`config.mk`:
```
export PLATFORM = sky130hd
export DESIGN_NAME = calc_entry_ctrl
export DESIGN_NICKNAME = d
export VERILOG_FILES = /design/src/rtl/calc_pkg.sv /design/src/rtl/btn_debounce.sv /design/src/rtl/calc_entry_ctrl.sv
export SDC_FILE = /design/constraint.sdc
export NUM_CORES = 1
export LEC_CHECK = 0
export ABC_AREA = 0
export CORE_MARGIN = 3
export CORE_UTILIZATION = 49
export DETAILED_ROUTE_END_ITERATION = 10
export GPL_TIMING_DRIVEN = 0
export MAX_ROUTING_LAYER = met4
export PLACE_DENSITY = 0.83
export SETUP_SLACK_MARGIN = 0.02
export SLEW_MARGIN = 20
export SYNTH_ARGS = -nofsm -noshare
export SYNTH_HDL_FRONTEND = slang
export SYNTH_SLANG_ARGS = --single-unit
```
`constraint.sdc`:
```
create_clock -name clk -period 2.3 [get_ports clk]
set_clock_uncertainty 0.15 [all_clocks]
set_input_delay 0.69 -clock clk [delete_from_list [all_inputs] [get_ports clk]]
set_output_delay 0.69 -clock clk [all_outputs]
set_load 0.02 [all_outputs]
```
`src/rtl/calc_pkg.sv`:
```
// Shared encodings for the calculator front end: entry phases and operator codes.
package calc_pkg;

   typedef enum logic [1:0] {
      PH_GET_A  = 2'd0,
      PH_GET_B  = 2'd1,
      PH_GET_OP = 2'd2,
      PH_DONE   = 2'd3
   } phase_e;

   localparam logic [1:0] OP_ADD = 2'd0;
   localparam logic [1:0] OP_SUB = 2'd1;
   localparam logic [1:0] OP_MUL = 2'd2;
   localparam logic [1:0] OP_DIV = 2'd3;

endpackage

```
`src/rtl/btn_debounce.sv`:
```
// Synchronises a raw push button, debounces it and emits a one-cycle pulse on
// each accepted press (release edges are silent).
module btn_debounce #(
   parameter int unsigned DB_CYCLES = 4
) (
   input  logic clk,
   input  logic reset,
   input  logic raw,
   output logic press
);

   localparam int unsigned CW = $clog2(DB_CYCLES) + 1;
   localparam logic [CW-1:0] CNT_LAST = CW'(DB_CYCLES - 1);

   logic          s1;
   logic          s2;
   logic          stable;
   logic [CW-1:0] cnt;

   // Level is accepted once s2 has disagreed with stable for DB_CYCLES samples in a row.
   always_ff @(posedge clk) begin
      if (reset) begin
         s1     <= 1'b0;
         s2     <= 1'b0;
         stable <= 1'b0;
         cnt    <= '0;
         press  <= 1'b0;
      end else begin
         s1    <= raw;
         s2    <= s1;
         press <= 1'b0;
         if (s2 != stable) begin
            if (cnt == CNT_LAST) begin
               stable <= s2;
               cnt    <= '0;
               press  <= s2;
            end else begin
               cnt <= cnt + CW'(1);
            end
         end else begin
            cnt <= '0;
         end
      end
   end

endmodule

```
`src/rtl/calc_entry_ctrl.sv`:
```
// Operand/operator entry sequencer: debounced enter/clear buttons step through
// A, B and operator capture, strobing the downstream registers one at a time.
module calc_entry_ctrl
   import calc_pkg::*;
#(
   parameter int unsigned BITS      = 8,
   parameter int unsigned DB_CYCLES = 4
) (
   input  logic            clk,
   input  logic            reset,
   input  logic [BITS-1:0] sw,
   input  logic [1:0]      op_sw,
   input  logic            btn_enter,
   input  logic            btn_clear,
   output logic [BITS-1:0] d_out,
   output logic [1:0]      op_out,
   output logic            load_a,
   output logic            load_b,
   output logic            load_op,
   output logic            reg_clear,
   output logic [1:0]      phase,
   output logic            done
);

   phase_e          state;
   phase_e          state_nxt;
   logic            enter_p;
   logic            clear_p;
   logic [BITS-1:0] d_nxt;
   logic [1:0]      op_nxt;
   logic            load_a_nxt;
   logic            load_b_nxt;
   logic            load_op_nxt;
   logic            reg_clear_nxt;

   btn_debounce #(.DB_CYCLES(DB_CYCLES)) u_db_enter (
      .clk   (clk),
      .reset (reset),
      .raw   (btn_enter),
      .press (enter_p)
   );

   btn_debounce #(.DB_CYCLES(DB_CYCLES)) u_db_clear (
      .clk   (clk),
      .reset (reset),
      .raw   (btn_clear),
      .press (clear_p)
   );

   // State and registered outputs.
   always_ff @(posedge clk) begin
      if (reset) begin
         state     <= PH_GET_A;
         d_out     <= '0;
         op_out    <= '0;
         load_a    <= 1'b0;
         load_b    <= 1'b0;
         load_op   <= 1'b0;
         reg_clear <= 1'b0;
      end else begin
         state     <= state_nxt;
         d_out     <= d_nxt;
         op_out    <= op_nxt;
         load_a    <= load_a_nxt;
         load_b    <= load_b_nxt;
         load_op   <= load_op_nxt;
         reg_clear <= reg_clear_nxt;
      end
   end

   // Next state; clear outranks a coincident enter.
   always_comb begin
      state_nxt = state;
      if (clear_p) begin
         state_nxt = PH_GET_A;
      end else if (enter_p) begin
         case (state)
            PH_GET_A:  state_nxt = PH_GET_B;
            PH_GET_B:  state_nxt = PH_GET_OP;
            PH_GET_OP: state_nxt = PH_DONE;
            PH_DONE:   state_nxt = PH_GET_A;
            default:   state_nxt = PH_GET_A;
         endcase
      end
   end

   // Next values of the registered outputs; data holds between captures.
   always_comb begin
      d_nxt         = d_out;
      op_nxt        = op_out;
      load_a_nxt    = 1'b0;
      load_b_nxt    = 1'b0;
      load_op_nxt   = 1'b0;
      reg_clear_nxt = 1'b0;
      if (clear_p) begin
         d_nxt         = '0;
         op_nxt        = '0;
         reg_clear_nxt = 1'b1;
      end else if (enter_p) begin
         case (state)
            PH_GET_A: begin
               d_nxt      = sw;
               load_a_nxt = 1'b1;
            end
            PH_GET_B: begin
               d_nxt      = sw;
               load_b_nxt = 1'b1;
            end
            PH_GET_OP: begin
               op_nxt      = op_sw;
               load_op_nxt = 1'b1;
            end
            default: begin
               d_nxt         = '0;
               op_nxt        = '0;
               reg_clear_nxt = 1'b1;
            end
         endcase
      end
   end

   assign phase = state;
   assign done  = (state == PH_DONE);

endmodule

```
Yosys cells after proc, flatten, opt, wreduce, memory -nomap -nowiden
Index checks and enable logic that the tools add are counted.
Word-level totals
  register bits: 30
  latch bits: 0
  bits in writable memories: 0
  ROM bits: 0
  bits of input ports: 14
  output and inout port bits: 17
  word-level logic and storage cells: 55
  memories: 0
Operators by class
  add/sub/neg operators: 2
  $mul: 0
  div/mod/pow operators: 0
  order comparisons: 0
  eq/ne operators: 7
  shifts and indexed selects: 0
  mux-type cells: 9
  bitwise logic cells: 7
  reduce and logical (&&, ||, !) cells: 13
Operators by type and width (count)
  $reduce_or 3->1: 6
  $pmux 8 s2: 1
  $pmux 2 s4: 1
  $reduce_and 2->1: 4
  $not 1->1: 7
  $add 3x1->3 const B: 2
  $eq 3x2->1 const B: 2
  $mux 1: 6
  $eq 2x2->1 const B: 2
  $pmux 2 s2: 1
  $reduce_or 2->1: 2
  $eq 2x1->1 const B: 1
  $logic_not 2->1: 1
  $ne 1x1->1: 2

Logic depth before layout (Yosys ltp)
Gate-level depths: netlist of the first run.
  word-level depth: 5
  depth in mapped cells: 5
  depth with buffers taken out: 5

Modules after synthesis
From an unflattened synthesis of the first run, not the netlist that was laid out.
Unflattened totals
  cell total of the unflattened synthesis: 94
  area, all modules: 1119.8 um2
By module, submodules not included
  calc_entry_ctrl: instances 1, cells an instance 56, area an instance 631.9 um2, sequential area each 320.3 um2
  btn_debounce: instances 2, cells an instance 19, area an instance 244.0 um2, sequential area each 140.1 um2

Least setup slack after synthesis of the first run
Ideal clock, no wire load.
  kind: register to output
  from: register state[1] (netlist: phase[1])
  to: output done
  arrival: 0.809 ns
  data required time: 1.460 ns
  setup slack: 0.651 ns
  cell stages (with the launch flop): 2
  path through: dfxtp_1 > ha_1
On the way
  cells in the longest elaborated chain, start to end: 1
RTL lines
  from (decl): RTL line calc_entry_ctrl.sv:25  | phase_e state;
  from (signal assigned): RTL line calc_entry_ctrl.sv:61  | state <= state_nxt;
  $eq 2x2->1: RTL line calc_entry_ctrl.sv:123  | assign done = (state == PH_DONE);
  to (decl): RTL line calc_entry_ctrl.sv:22  | output logic done
Every way passes these cells.

Worst setup path after layout of the first run
  from: register state[0] (netlist: phase[0])
  to: output phase[0]
RTL lines
  to (decl): RTL line calc_entry_ctrl.sv:21  | output logic [1:0] phase,
No word-level cell between the ends.

==> metrics, run 1 <==
grt ovf=0; fin crit share=a little over nine tenths; sw power=~180 uW; Core Region=approximately 0.0021 mm^2; pwr dens=576.6 mW/mm^2; Final Wtd Congestion=between 0.7 and 0.8; area overhead of the layout relative to synthesis=35.18%; WP data arrival=~1.3 ns; Post-Layout Cell Count=163; RSZ-0062 raised after global routing=false; RR Startpoint=phase[1]; Vias/cell=approximately 4.8; Worst-path clk slew=about 0.090 ns; insertion delay to the later sink of the worst-skew pair=roughly 0.31 ns; Setup crit start=phase[0]; Syn Inst Count=slightly below 100; worst path required time=roughly 1.5 ns; clock share of power=35.4%; Slowest cell on crit path=clkdlybuf4s50_1; Longest Clk Path Bufs=2; Max VDD drop=0.0005912 V; Hold WS=roughly 0.29 ns; HPWL reported at the end of detailed placement=between 1.5 and 2 mm; placed cells=roughly 160; FMAX=between 400 and 500 MHz; hold depth=1; Die Span Y=around 54 um; IO Pins=31; Routed WL=a little under 2 mm; P_leak=0.6085 nW; most common cell after layout, fill and taps aside=dfxtp_1; GRT Overall Usage=between 10% and 20%; Mapped Nets=between 100 and 150; vias in the first global route=around 750; H-Tree Depth=2; CTS Sinks=30; max incr delay on CP=between 0.6 and 0.7 ns; Yosys cell types=24; antenna fix cells=0; routed length per placed instance=about 12 um; crit-path leading delay family=buffers and inverters; TritonCTS clock tree=done; average cell area after synthesis=approximately 12 um^2; min-delay src=u_db_enter.cnt[0]; Row Count=16; worst hold endpoint=u_db_enter.cnt[0]; Final min period=2.164 ns; Hold Vio Cnt, Final=0; sequential fraction of the synthesis area=~53%; Hold Crit Class=reg -> reg; TritonRoute pass-1 iters=4; CTS Buf Count=5; endpoints failing setup=0; sequential power share=between 50% and 60%; fillers=between 150 and 200; Worst R2R Setup Slack=about 0.73 ns; Yosys reg bits=30; Synthesis Warnings=0; Initial Utilization=between 50% and 60%; Sw Share=20.47%; CP startpoint kind=register; P_int=roughly 700 uW; critical path cell sequence=clkdlybuf4s50_1; placement-stage cell area=0.001461 mm^2; port bufs=30; buffer and inverter count on the worst path=1; largest net degree at the start of global routing=11; Setup Crit Path Kind=reg -> out; die width=about 54 um; Worst Tran Pin Value=around 0.27 ns; CP Max Fanout=6; via count=between 700 and 800; first-pass GRT wire length=between 3 and 4 mm; max_cap viols=0; worst reg-to-reg path cell count=5; fin area=approximately 0.0015 mm^2; RR Endpoint=op_out[1]; Setup TNS Final=0 ns; Syn Std Cell Area=approximately 0.0011 mm^2; Pins Over Slew Limit=0; full die area=approximately 0.0029 mm^2; initial antenna violation count=0; initial DRC count=7; Comb power frac=about 4.8%; Final #Nets=between 150 and 200; slew margin rel.=81.81%; layout cells sized above 1=between 10% and 20%; most frequent cells in the layout=29 x dfxtp_1, 28 x clkdlybuf4s50_1, 9 x ha_1, 8 x a22o_1; root buf cell=clkbuf_4; Final ANT Viol Nets=0; crit path capture type=output pin; run status=complete, no violations; drt drc=0
worst max path at each step:
stage                           to  slack, ns  cells after the start
after floorplan               done       0.65                      1
after global placement    d_out[1]       0.21                      4
after detailed placement  d_out[7]       0.15                      4
after CTS                 phase[1]       0.06                      1
after global routing      phase[0]       0.08                      1
final                     phase[0]       0.14                      1
logic make-up (layout without fill, tap and decap cells):
logic type / after synthesis / after routing / share of synthesized area [%]
fa+ha+maj: 9 / 9 / 9.989
buf+inv: 9 / 47 / 3.995
compound gates: 15 / 15 / 10.99
mux: 3 / 3 / 2.664
xor+xnor: 2 / 2 / 1.554
simple gates: 30 / 30 / 17.54
flops: 30 / 30 / 53.27
cell type report:
| type | count | area [um^2] | area share [%] |
|---|---|---|---|
| Buffer | 2 | 18.77 | 1.232 |
| Clock buffer | 7 | 55.05 | 3.612 |
| Clock inverter | 1 | 5.005 | 0.3284 |
| Inverter | 7 | 26.28 | 1.724 |
| Multi-Input combinational cell | 59 | 481.7 | 31.61 |
| Sequential cell | 30 | 601.8 | 39.49 |
| Tap cell | 27 | 33.78 | 2.217 |
| Timing Repair Buffer | 30 | 301.5 | 19.79 |
routing by layer:
layer,track usage [%],routed length [um],vias to the layer above
met5,-,0,-
met4,7.660,20,0
met3,6.648,85,4
met2,25.20,1011,14
met1,17.52,866,358
li1,-,-,409
per-stage QoR:
stage                     utilization (%)  power, mW  setup WS [ns]
final                               73.91     0.8788         0.1358
after global routing                73.91     0.9175        0.08325
after CTS                           73.79     0.8890        0.05509
after detailed placement            70.87     0.5801         0.1471
after global placement              70.87     0.5781         0.2120
after floorplan                         -     0.5533         0.6510
registers in the layout, indices dropped and copies added (netlist names), 2 cells and up:
register and flops:
d_out 8, u_db_clear.cnt 3, u_db_enter.cnt 3, op_out 2, phase 2
cell usage after synthesis (all sizes together):
master	number	share of area, %
dfxtp	30	53
nor2	12	5.3
ha	9	10
a22o	8	6.2
inv	7	2.3
a21oi	5	3.2
nor2b	4	2.2
and3	3	2.0
mux2i	3	2.7
buf	2	1.7
nand2	2	0.67
nand3	2	0.89
nor4bb	2	1.8
or3	2	2.0
xnor2	2	1.6
nor3b	1	1.1
o2111a	1	1.1
o21ai	1	0.44
or2	1	0.78
or3b	1	0.78
power groups by stage:
stage | Sequential (mW) | Combinational (mW) | Clock, mW
finish | 0.525 | 0.0423 | 0.311
global route | 0.526 | 0.0454 | 0.346
CTS | 0.526 | 0.0425 | 0.321
detailed placement | 0.538 | 0.0423 | 0
global placement | 0.537 | 0.0408 | 0
floorplan | 0.537 | 0.0161 | 0
repair_timing:
action | in CTS | in global routing
setup endpoints to repair | 1 | 1
buffers inserted | 0 | 0
hold buffers | 0 | 0
pin swaps | 0 | 0
resized for setup | 2 | 1
No activity file was read; power rests on OpenSTA's default activity.
==> run 2: changes to the inputs <==
RECOVER_POWER = 100   (was default)
REMOVE_ABC_BUFFERS = 1   (was default)
clock period = 2.8 ns   (was 2.3 ns; I/O delays follow)
==> run 2 against run 1 <==
Count of clock-buffer cells in the layout unchanged. First-iteration DRC count down 43%. Core utilization down 2.2 points. Register-to-register slack better by 0.34 ns. Global-route usage down 0.53 points. Combinational power down 29%. Routed wire length down 4.4%. Power down 19%. Clock power down 18%. Die area unchanged. Hold slack better by 0.0098 ns. Via count unchanged. Critical path type unchanged. Largest cell class unchanged.
==> metrics, run 2 (same netlist as run 1, synthesis figures left out) <==
fillers=approximately 160; RSZ-0062 raised after global routing=false; Final Wtd Congestion=roughly 0.76; Final ANT Viol Nets=0; die width=53.97 um; TritonRoute pass-1 iters=2; Setup TNS Final=0 ns; max incr delay on CP=0.67 ns; CP startpoint kind=register; CTS Buf Count=5; Seq. cell area=roughly 600 um^2; Post-CTS Setup Bufs=0; H-Tree Depth=2; full die area=0.002912 mm^2; CP Max Fanout=6; P_leak=roughly 0.63 nW; overall power=~720 uW; Setup Crit Path Kind=reg -> out; root buf cell=clkbuf_4; pwr dens=around 480 mW/mm^2; Worst Tran Pin Value=a little under 0.6 ns; layout cells sized above 1=about 14%; Multi-input gate area=about 460 um^2; initial antenna violation count=0; insertion delay to the later sink of the worst-skew pair=approximately 0.31 ns; routed length per placed instance=11.78 um; area overhead of the layout relative to synthesis=31.19%; Longest Clk Path Bufs=2; via count=roughly 800; Hold Vio Cnt, Final=0; IO Pins=31; Worst-path clk slew=~0.08 ns; Pins Over Slew Limit=0; vias in the first global route=752; antenna fix cells=0; port bufs=30; largest net degree at the start of global routing=14; crit path capture type=output pin; Final #Nets=between 150 and 200; drt drc=0; Core Region=between 0.002 and 0.0025 mm^2; run status=complete, no violations; Vias/cell=between 4 and 5; Resized cells post-CTS=0; Initial Utilization=a little over half; Row Count=16; TritonCTS clock tree=done; most frequent cells in the layout=30 x dfxtp_1, 18 x dlygate4sd3_1, 12 x clkdlybuf4s50_1, 9 x ha_1, 8 x a22o_1; worst path required time=1.81 ns; max FFs per register=8; fin crit share=92.40%; WP data arrival=approximately 1.6 ns; GRT Overall Usage=15.54%; grt ovf=0; Slowest cell on crit path=dlygate4sd3_1; critical path cell sequence=ha_1, dlygate4sd3_1; # hold bufs at CTS=0; Biggest register=d_out; CTS Sinks=30; Hold Crit Class=reg -> reg; Final min period=2.587 ns; first-pass GRT wire length=3.077 mm; FMAX=slightly below 400 MHz; max_cap viols=0; endpoints failing setup=0; initial DRC count=4; HPWL reported at the end of detailed placement=around 1.5 mm; Routed WL=1.896 mm; Die Span Y=around 54 um; slew margin rel.=approximately three fifths; most common cell after layout, fill and taps aside=dfxtp_1; Max VDD drop=approximately 0.00043 V; biggest regs=d_out x8, u_db_clear.cnt x3, u_db_enter.cnt x3
[run 2: per-stage QoR]
stage / util, % / instances / hold slack [ns] / setup slack, ns / area [um^2]
floorplan: - / 96 / 0.2586 / 1.001 / 1109
global placement: 69.96 / 153 / 0.2667 / 0.3308 / 1443
detailed placement: 69.96 / 153 / 0.2786 / 0.2956 / 1443
CTS: 72.88 / 161 / 0.2936 / 0.2397 / 1503
global route: 71.72 / 161 / 0.3168 / 0.1202 / 1479
finish: 71.72 / 161 / 0.2967 / 0.2127 / 1479
[run 2: worst paths after layout]
kind	startpoint	endpoint	slack [ns]	cells after the start
max	phase[0]	done	0.21	2
min	u_db_enter.s1	u_db_enter.s2	0.30	1
max reg2reg	phase[1]	d_out[7]	1.07	4
min reg2reg	u_db_enter.s1	u_db_enter.s2	0.30	1
[run 2: area by class of cell]
type | instances | share of cell area [%]
inverters | 7 | 1.777
clock inverters | 1 | 0.3384
flip-flops and latches | 30 | 40.61
clock buffers | 7 | 3.723
repair buffers | 30 | 20.30
well taps | 27 | 2.284
multi-input cells | 59 | 30.96
[run 2: metal layers]
layer / GRT usage (%) / up-vias / share of wire [%]
met2: 24.60 / 20 / 49
met3: 7.479 / 4 / 6.1
met1: 16.52 / 354 / 44
li1: - / 407 / -
met4: 6.383 / 0 / 1.3
met5: - / - / 0
[run 2: critical path: cells and delay by family (launching register included)]
family	cells	cell delay, ns
buffers and inverters	1	0.67
flip-flops	1	0.45
adder cells (fa/ha/maj)	1	0.17
[run 2: power by group]
| part | leakage, nW | internal [mW] | switching, mW | total (mW) |
|---|---|---|---|---|
| logic | 0.347 | 0.0194 | 0.0105 | 0.0299 |
| clock network | 0.0353 | 0.122 | 0.133 | 0.254 |
| registers | 0.243 | 0.430 | 0.00176 | 0.432 |
| total | 0.625 | 0.571 | 0.145 | 0.716 |
==> run 3: changes to the inputs <==
CELL_PAD_IN_SITES_DETAIL_PLACEMENT = 2   (was default)
CELL_PAD_IN_SITES_GLOBAL_PLACEMENT = 2   (was default)
CORE_MARGIN = default   (was 3)
CORE_UTILIZATION = 31   (was 49)
TNS_END_PERCENT = 1   (was default)
==> run 3 against run 2 <==
Final cell count is 12% higher. Clock power is 31% higher. Sequential power hardly changed. First-iteration DRC count increased by 25%. Worst setup slack got worse by 0.013 ns. Die area increased by 33%. Fmax is 0.50% lower. Sequential cell count is the same. Global-route usage is 0.50 points lower. Register-to-register slack got worse by 0.09 ns. Hold slack got worse by 0.0056 ns.
==> metrics, run 3 (same netlist as run 1, synthesis figures left out) <==
first-pass GRT wire length=4.215 mm; Resized cells post-CTS=0; HPWL reported at the end of detailed placement=approximately 1.9 mm; Worst-path clk slew=~0.090 ns; RSZ-0062 raised after global routing=false; Hold Vio Cnt, Final=0; largest net degree at the start of global routing=14; Die Span Y=a little over 60 um; CTS Sinks=30; TritonRoute pass-1 iters=2; Seq. cell area=~600 um^2; Final #Nets=about 160; min-delay src=u_db_clear.cnt[0]; # hold bufs at CTS=0; Longest Clk Path Bufs=2; grt ovf=0; Routed WL=roughly 2.5 mm; sw power=158.4 uW; max FFs per register=8; Hold WS=~0.29 ns; Row Count=21; pwr dens=between 500 and 600 mW/mm^2; Sw Share=between 10% and 20%; most frequent cells in the layout=30 x dfxtp_1, 17 x dlygate4sd3_1, 13 x clkdlybuf4s50_1, 9 x ha_1, 8 x a22o_1; Setup TNS Final=0 ns; buffer and inverter count on the worst path=1; layout cells sized above 1=a little over an eighth; Slowest cell on crit path=dlygate4sd3_1; Comb power frac=between 3 and 4%; worst reg-to-reg path cell count=4; die width=roughly 62 um; CTS Buf Count=5; via count=a little over 800; endpoints failing setup=0; Final WS setup=roughly 0.2 ns; area overhead of the layout relative to synthesis=34.63%; critical path cell sequence=dlygate4sd3_1, or2_0, a21oi_1, a22o_1; GRT Overall Usage=between 10% and 20%; sequential power share=around 54%; Final min period=approximately 2.6 ns; Post-CTS Setup Bufs=0; port bufs=30; Final Wtd Congestion=roughly 0.70; root buf cell=clkbuf_4; insertion delay to the later sink of the worst-skew pair=0.33 ns; Max VDD drop=about 0.00027 V; worst hold endpoint=u_db_clear.cnt[0]; biggest regs=d_out x8, u_db_clear.cnt x3, u_db_enter.cnt x3; most common cell after layout, fill and taps aside=dfxtp_1; Setup Crit Path Kind=in -> reg; antenna fix cells=0; vias in the first global route=908; max_cap viols=0; pre-CTS WS=0.1819 ns; Pins Over Slew Limit=0; WP data arrival=2.72 ns; fillers=about 370; worst path required time=between 2 and 3 ns; Biggest register=d_out; max incr delay on CP=just over 0.7 ns; IO Pins=31; P_leak=0.6258 nW; Vias/cell=4.589; drt drc=0; hold depth=1; slew margin rel.=55.87%; Worst R2R Setup Slack=0.98 ns; Hold Crit Class=reg -> reg; run status=complete, no violations; RR Endpoint=d_out[3]; Final ANT Viol Nets=0; fin crit share=92.87%; clock share of power=between 40% and 50%; CP startpoint kind=input port; H-Tree Depth=2; routed length per placed instance=between 10 and 15 um; CP Max Fanout=13; Core Region=roughly 0.0034 mm^2; crit path capture type=register; Multi-input gate area=457.9 um^2; Initial Utilization=between 30% and 40%; initial antenna violation count=0; P_int=approximately 640 uW; Worst Tran Pin Value=0.6619 ns; FMAX=roughly 380 MHz; crit-path leading delay family=compound AO/OA/AOI/OAI gates; TritonCTS clock tree=done; full die area=between 0.003 and 0.004 mm^2; initial DRC count=5; RR Startpoint=phase[1]
[run 3: layout make-up]
class                      instances  share of cell area, %
clock inverter                     1                  1.979
sequential                        30                  39.57
tap                               46                  3.792
inverter                           7                  1.731
clock buffer                       7                  2.968
multi-input combinational         59                  30.17
timing repair buffer              30                  19.79
[run 3: layer usage]
layer,routed length (um),up-vias,part of all wire (%),track usage (%)
li1,-,404,-,-
met1,966,398,39,14.38
met2,1389,20,55,26.24
met3,117,4,4.7,6.434
met4,30,0,1.2,6.686
met5,0,-,0,-
[run 3: power by group through the flow]
stage | clock network, mW | registers, mW | logic [mW]
2_1_floorplan | 0 | 0.441 | 0.0104
4_1_cts | 0.349 | 0.432 | 0.0341
3_5_place_dp | 0 | 0.442 | 0.0340
6_report | 0.334 | 0.432 | 0.0311
3_3_place_gp | 0 | 0.441 | 0.0323
5_1_grt | 0.368 | 0.433 | 0.0339
[run 3: worst register-to-register path: stages (launching register included)]
cell	delay [ns]
dfxtp_1	0.45
ha_1	0.31
inv_2	0.06
a21oi_1	0.55
a22o_1	0.26
[run 3: worst max-delay path by stage]
stage | slack, ns | start | endpoint | cells after the start
floorplan | 1.00 | phase[1] | done | 1
detailed placement | 0.18 | reset | d_out[3] | 4
CTS | 0.16 | phase[1] | done | 2
global route | 0.08 | phase[1] | done | 2
global placement | 0.27 | reset | d_out[7] | 4
finish | 0.20 | reset | d_out[3] | 4
[run 3: through the flow]
stage	area, um^2	cells	util (%)	power [mW]
4_1_cts	1541	180	45.13	0.8154
3_3_place_gp	1466	172	42.93	0.4738
2_1_floorplan	1109	96	-	0.4517
6_report	1518	180	44.43	0.7970
5_1_grt	1518	180	44.43	0.8341
3_5_place_dp	1466	172	42.93	0.4758
